## config.mk

```make
export PLATFORM = sky130hd
export DESIGN_NAME = soc_loader
export DESIGN_NICKNAME = d
export VERILOG_FILES = /design/src/rtl/soc_loader.sv
export SDC_FILE = /design/constraint.sdc
export NUM_CORES = 1
export LEC_CHECK = 0
export CORE_MARGIN = 5
export CORE_UTILIZATION = 52
export CTS_CLUSTER_DIAMETER = 60
export DETAILED_ROUTE_END_ITERATION = 10
export GPL_ROUTABILITY_DRIVEN = 0
export PLACE_DENSITY = 0.93
export SLEW_MARGIN = 40
export SYNTH_ARGS = -nofsm -noshare
export SYNTH_HDL_FRONTEND = slang
export SYNTH_SLANG_ARGS = --single-unit
```

## constraint.sdc

```tcl
create_clock -name clk -period 4.7 [get_ports clk]
set_input_delay 0.47 -clock clk [delete_from_list [all_inputs] [get_ports clk]]
set_output_delay 0.47 -clock clk [all_outputs]
set_load 0.05 [all_outputs]
```

## src/rtl/soc_loader.sv

```systemverilog
// Byte-stream loader: frames carry a header selecting imem/dmem, then big-endian words
// written to the SoC memories; header 0xFF starts the core. Optional LOADER_CHECKSUM_EN.
module soc_loader #(
  parameter int unsigned ADDR_WIDTH = 10
) (
  input  logic                  clk,
  input  logic                  reset,
  input  logic                  rx_valid,
  input  logic [7:0]            rx_data,
  input  logic                  rx_last,
  output logic                  rx_ready,
  output logic                  mem_we,
  output logic                  mem_sel,
  output logic [ADDR_WIDTH-1:0] mem_addr,
  output logic [31:0]           mem_wdata,
  output logic                  system_ena,
  output logic                  load_err,
  output logic                  busy
);

  typedef enum logic [2:0] {
    S_IDLE,
    S_LOAD,
    S_WRITE,
    S_SKIP,
    S_RUN
  } state_e;

  state_e                state_q, state_d;
  logic                  live_q;
  logic                  sel_q, sel_d;
  logic [ADDR_WIDTH-1:0] addr_q, addr_d;
  logic [31:0]           wdata_q, wdata_d;
  logic [1:0]            cnt_q, cnt_d;
  logic                  err_q, err_d;
  logic                  last_q, last_d;
  logic                  accept;
  logic                  hdr_mem;
`ifdef LOADER_CHECKSUM_EN
  logic [7:0]            sum_q, sum_d;
  logic [7:0]            sum_next;
`endif

  assign accept  = rx_valid & rx_ready;
  assign hdr_mem = (rx_data[7:1] == 7'd0);
`ifdef LOADER_CHECKSUM_EN
  assign sum_next = sum_q + rx_data;
`endif

  // State register
  always_ff @(posedge clk or negedge reset) begin
    if (!reset) state_q <= S_IDLE;
    else        state_q <= state_d;
  end

  // rx_ready stays low until the first edge after reset release
  always_ff @(posedge clk or negedge reset) begin
    if (!reset) begin
      live_q  <= 1'b0;
      sel_q   <= 1'b0;
      addr_q  <= '0;
      wdata_q <= '0;
      cnt_q   <= '0;
      err_q   <= 1'b0;
      last_q  <= 1'b0;
`ifdef LOADER_CHECKSUM_EN
      sum_q   <= '0;
`endif
    end else begin
      live_q  <= 1'b1;
      sel_q   <= sel_d;
      addr_q  <= addr_d;
      wdata_q <= wdata_d;
      cnt_q   <= cnt_d;
      err_q   <= err_d;
      last_q  <= last_d;
`ifdef LOADER_CHECKSUM_EN
      sum_q   <= sum_d;
`endif
    end
  end

  // Next-state logic
  always_comb begin
    state_d = state_q;
    unique case (state_q)
      S_IDLE: begin
        if (accept) begin
          if (hdr_mem)                state_d = rx_last ? S_IDLE : S_LOAD;
          else if (rx_data == 8'hFF)  state_d = rx_last ? S_RUN  : S_SKIP;
          else                        state_d = rx_last ? S_IDLE : S_SKIP;
        end
      end
      S_LOAD: begin
        if (accept) begin
`ifdef LOADER_CHECKSUM_EN
          if (rx_last)             state_d = S_IDLE;
          else if (cnt_q == 2'd3)  state_d = S_WRITE;
`else
          if (cnt_q == 2'd3)       state_d = S_WRITE;
          else if (rx_last)        state_d = S_IDLE;
`endif
        end
      end
      S_WRITE: state_d = last_q ? S_IDLE : S_LOAD;
      S_SKIP:  if (accept && rx_last) state_d = S_IDLE;
      S_RUN:   state_d = S_RUN;
      default: state_d = S_IDLE;
    endcase
  end

  // Datapath: header latch, byte packing, address advance, error flag
  always_comb begin
    sel_d   = sel_q;
    addr_d  = addr_q;
    wdata_d = wdata_q;
    cnt_d   = cnt_q;
    err_d   = err_q;
    last_d  = last_q;
`ifdef LOADER_CHECKSUM_EN
    sum_d   = sum_q;
`endif
    unique case (state_q)
      S_IDLE: begin
        if (accept) begin
          if (hdr_mem) begin
            if (!rx_last) begin
              sel_d  = rx_data[0];
              addr_d = '0;
              cnt_d  = '0;
              last_d = 1'b0;
`ifdef LOADER_CHECKSUM_EN
              sum_d  = rx_data;
`endif
            end
          end else if (!(rx_data == 8'hFF && rx_last)) begin
            err_d = 1'b1;
          end
        end
      end
      S_LOAD: begin
        if (accept) begin
`ifdef LOADER_CHECKSUM_EN
          if (rx_last) begin
            // Final byte is the checksum: never packed, must close a whole word
            if (cnt_q != 2'd0 || sum_next != 8'h00) err_d = 1'b1;
          end else begin
            sum_d = sum_next;
            cnt_d = cnt_q + 2'd1;
            unique case (cnt_q)
              2'd0: wdata_d[31:24] = rx_data;
              2'd1: wdata_d[23:16] = rx_data;
              2'd2: wdata_d[15:8]  = rx_data;
              default: wdata_d[7:0] = rx_data;
            endcase
          end
`else
          cnt_d = cnt_q + 2'd1;
          unique case (cnt_q)
            2'd0: wdata_d[31:24] = rx_data;
            2'd1: wdata_d[23:16] = rx_data;
            2'd2: wdata_d[15:8]  = rx_data;
            default: wdata_d[7:0] = rx_data;
          endcase
          if (cnt_q == 2'd3)  last_d = rx_last;
          else if (rx_last)   err_d  = 1'b1;
`endif
        end
      end
      S_WRITE: begin
        addr_d = addr_q + 1'b1;
        if (addr_q == '1) err_d = 1'b1;
      end
      default: ;
    endcase
  end

  // Outputs
  always_comb begin
    rx_ready   = live_q && (state_q == S_IDLE || state_q == S_LOAD || state_q == S_SKIP);
    mem_we     = (state_q == S_WRITE);
    system_ena = (state_q == S_RUN);
    busy       = (state_q == S_LOAD || state_q == S_WRITE || state_q == S_SKIP);
  end

  assign mem_sel   = sel_q;
  assign mem_addr  = addr_q;
  assign mem_wdata = wdata_q;
  assign load_err  = err_q;

endmodule

```

==> impl_metrics.py <==
metrics = {
    "grt": {
        "grt_first_pass_wirelength_um": 9580,
        "antenna_found_initial": 0,
        "groute.layer.met1.usage": 0.241,
        "grt-busiest-layer": "met2",
        "groute.layer.met3.usage": 0.0778,
        "grt_max_degree": 52,
        "globalRouteTotalUtil": 0.193,
        "first_global_vias": 1932,
        "met2_usage": 0.304,
        "grt-ovfl-total": 0,
    },
    "route": {
        "ant_nets": 0,
        "dr.first_iter.drc_count": 130,
        "route.vias.total": 1903,
        "drt_pre_antenna_iters": 4,
        "routed_wirelength_um": 5670,
        "drc": 0,
        "post_drt_via_cell_ratio": 5.95,
        "drt-wirelength-per-cell_um": 17.7,
    },
    "floorplan": {
        "fp.coreArea_um2": 4410,
        "die_w_um": 78.1,
        "die_area_um2": 6100,
        "chipHeight_um": 78.1,
        "floorplan.rows": 24,
        "i_o_pin_count": 60,
        "start_util": 0.546,
    },
    "clock_tree": {
        "register_clock_pin_slew_on_the_reported_worst_setup_and_hold_paths_ns": 0.10,
        "postCtsSetupRepairBufs": 0,
        "cts.sinks": 51,
        "cts_tree": "yes",
        "clkLatencyLatePin_ns": 0.31,
        "htree_num_levels": 2,
        "clock_tree.root_cell": "sky130_fd_sc_hd__clkbuf_8",
        "cts-hold-fix-buffers": 0,
        "cts-root-to-sink-buffers": 2,
        "cts-buffers-inserted": 5,
        "resize_count_post_cts": 0,
    },
    "logic_synthesis": {
        "synth-async-reset-ratio": 1.00,
        "synth.ff_latch_count": 51,
        "synth_fp_nets": 227,
        "synth_area_leaders": "sky130_fd_sc_hd__dfrtp_1 53%, sky130_fd_sc_hd__mux2_2 15%, sky130_fd_sc_hd__ha_1 3.1%",
        "synth-edff-count": 0,
        "post_synth_num_cell_types": 36,
        "synth.yosys.seq_area_share": 0.530,
        "synth_top_flop_cell": "sky130_fd_sc_hd__dfrtp_1",
        "netlist.area_leader.share": 0.530,
        "yosysWarnings": 0,
        "synth_most_common_cell": "sky130_fd_sc_hd__dfrtp_1",
        "mappedNetlistArea_um2": 2410,
        "synthDominantAreaCellType": "sky130_fd_sc_hd__dfrtp_1",
        "syn_area_per_cell_um2": 11.5,
        "post_synth_most_frequent_cells": "51 x sky130_fd_sc_hd__dfrtp_1, 33 x sky130_fd_sc_hd__mux2_2, 14 x sky130_fd_sc_hd__nand2_1",
        "syn_inst": 209,
    },
    "worst_setup_path": {
        "worst-setup-path-type": "register to output port",
        "crit_path_start_kind": "register",
        "biggest_fanout_along_the_worst_timing_path": 16,
        "end_kind": "output port",
        "critical_path_arrival_ns": 2.23,
        "timing.critical_path.required_ns": 4.23,
    },
    "worst_hold_path": {
        "hold_path_class": "input port to async pin",
    },
    "timing": {
        "maxSlewViolCount": 0,
        "timing.final.hold_violations": 0,
        "setup_violations": 0,
        "fin_worst_hold_slack_ns": 0.164,
        "final_cycle_share": 0.574,
        "worstMarginPinSlew_ns": 0.687,
        "slew_headroom": 0.542,
        "achievable_clock_frequency_ghz": 0.370,
        "fin_crit_ns": 2.70,
        "rsz0062_at_grt": "false",
        "final.setup_skew_ns": 0.0117,
        "fin_setup_tns_ns": 0,
    },
    "power_and_ir_drop": {
        "worst_vdd_drop_mv": 0.616,
        "power.total_mw": 2.32,
        "power_density_nw_per_um2": 746,
        "static-leakage-power_nw": 1.31,
    },
    "status": {
        "run_status": "complete, no violations",
    },
    "cells_and_area": {
        "insertedDiodeCount": 0,
        "final_nets": 285,
        "syn_to_final_growth_pct": 29.3,
        "proportion_of_layout_cells_with_a_drive_suffix_above_1": 0.187,
    },
    "place": {
        "place.port_buffers": 59,
        "dpl.hpwl_um": 4030,
    },
    "run": {
        "cap_violations": 0,
    },
}
## state kept, by name, indices dropped and copies added, names as in the netlist
signal and flops:
mem_wdata 32, load_err 1, mem_addr 10, cnt_q 2, live_q 1, last_q 1
mem_sel 1, state_q 3
## worst max-delay path, cell delays in order, from the launching register on
cell and delay, ns:
sky130_fd_sc_hd__dfrtp_1 0.64, sky130_fd_sc_hd__nand2b_1 0.15, sky130_fd_sc_hd__nor2_1 0.27, sky130_fd_sc_hd__clkdlybuf4s50_1 0.87
## metrics by stage
| stage | setup WS (ns) | cell area [µm²] | cells | utilization |
|---|---|---|---|---|
| 6_report | 2.00 | 3120 | 320 | 0.706 |
| 5_1_grt | 1.89 | 3120 | 320 | 0.706 |
| 4_1_cts | 2.00 | 3120 | 320 | 0.706 |
| 3_5_place_dp | 2.18 | 3030 | 312 | 0.686 |
| 3_3_place_gp | 2.28 | 3030 | 312 | 0.685 |
| 2_1_floorplan | 2.59 | 2410 | 209 | - |
## cells by family (layout without fill, tap and decap cells)
kind of cell	Yosys count	in the layout	share of synthesized area
buf+inv	16	75	0.0270
compound gates	42	42	0.116
simple gates	60	60	0.141
other cells	1	1	0.00156
flops	51	51	0.530
mux	33	33	0.154
fa+ha+maj	6	6	0.0312
## final timing paths
check	start	to	slack, ns	cells past startpoint
worst min register to register	load_err$_DFFE_PN0P_	load_err$_DFFE_PN0P_	0.49	1
worst max register to register	state_q[1]$_DFFE_PN0P_	mem_wdata[29]$_DFFE_PN0P_	2.81	4
worst min-delay path	reset	mem_addr[4]$_DFFE_PN0P_	0.16	1
min in group clk	load_err$_DFFE_PN0P_	load_err$_DFFE_PN0P_	0.49	1
worst max-delay path	state_q[1]$_DFFE_PN0P_	mem_we	2.00	3
max in group asynchronous	reset	mem_wdata[14]$_DFFE_PN0P_	4.09	1
## area by class of cell
| cell class | count | area (µm²) |
|---|---|---|
| well taps | 52 | 65.1 |
| multi-input cells | 142 | 1070 |
| repair buffers | 59 | 588 |
| flip-flops and latches | 51 | 1280 |
| inverters | 8 | 30.0 |
| clock inverters | 3 | 18.8 |
| fillers | 283 | 1300 |
| clock buffers | 5 | 68.8 |
## power by group
part	switching [mW]	internal (mW)	leakage, nW
registers	0.135	0.609	0.636
logic	0.859	0.466	0.627
clock network	0.151	0.105	0.0483
## metal layers
metal | part of all wire | vias to the layer above | routed length, µm
met2 | 0.48 | 73 | 2730
met4 | 0.020 | 0 | 111
met3 | 0.090 | 11 | 510
met5 | 0 | - | 0
li1 | - | 886 | -
met1 | 0.41 | 933 | 2320
## placed cells by master (no fill, tap or decap), types with 3 or more instances in the layout
cell                              Yosys  routed
sky130_fd_sc_hd__a21oi_1             12      12
sky130_fd_sc_hd__and2_1               4       4
sky130_fd_sc_hd__and3_1               3       3
sky130_fd_sc_hd__clkbuf_8             0       5
sky130_fd_sc_hd__clkdlybuf4s50_1      0      58
sky130_fd_sc_hd__dfrtp_1             51      51
sky130_fd_sc_hd__ha_1                 6       6
sky130_fd_sc_hd__inv_1                8       8
sky130_fd_sc_hd__mux2_2              33      33
sky130_fd_sc_hd__nand2_1             14      14
sky130_fd_sc_hd__nand2_2              4       4
sky130_fd_sc_hd__nand3_1              4       4
sky130_fd_sc_hd__nor2_1              10      10
sky130_fd_sc_hd__nor3_1               3       3
sky130_fd_sc_hd__o2111ai_1            3       3
sky130_fd_sc_hd__o21ai_0              6       6
sky130_fd_sc_hd__o31ai_1              9       9
sky130_fd_sc_hd__or4_1                7       7
Power figures use the tool's default switching activity.
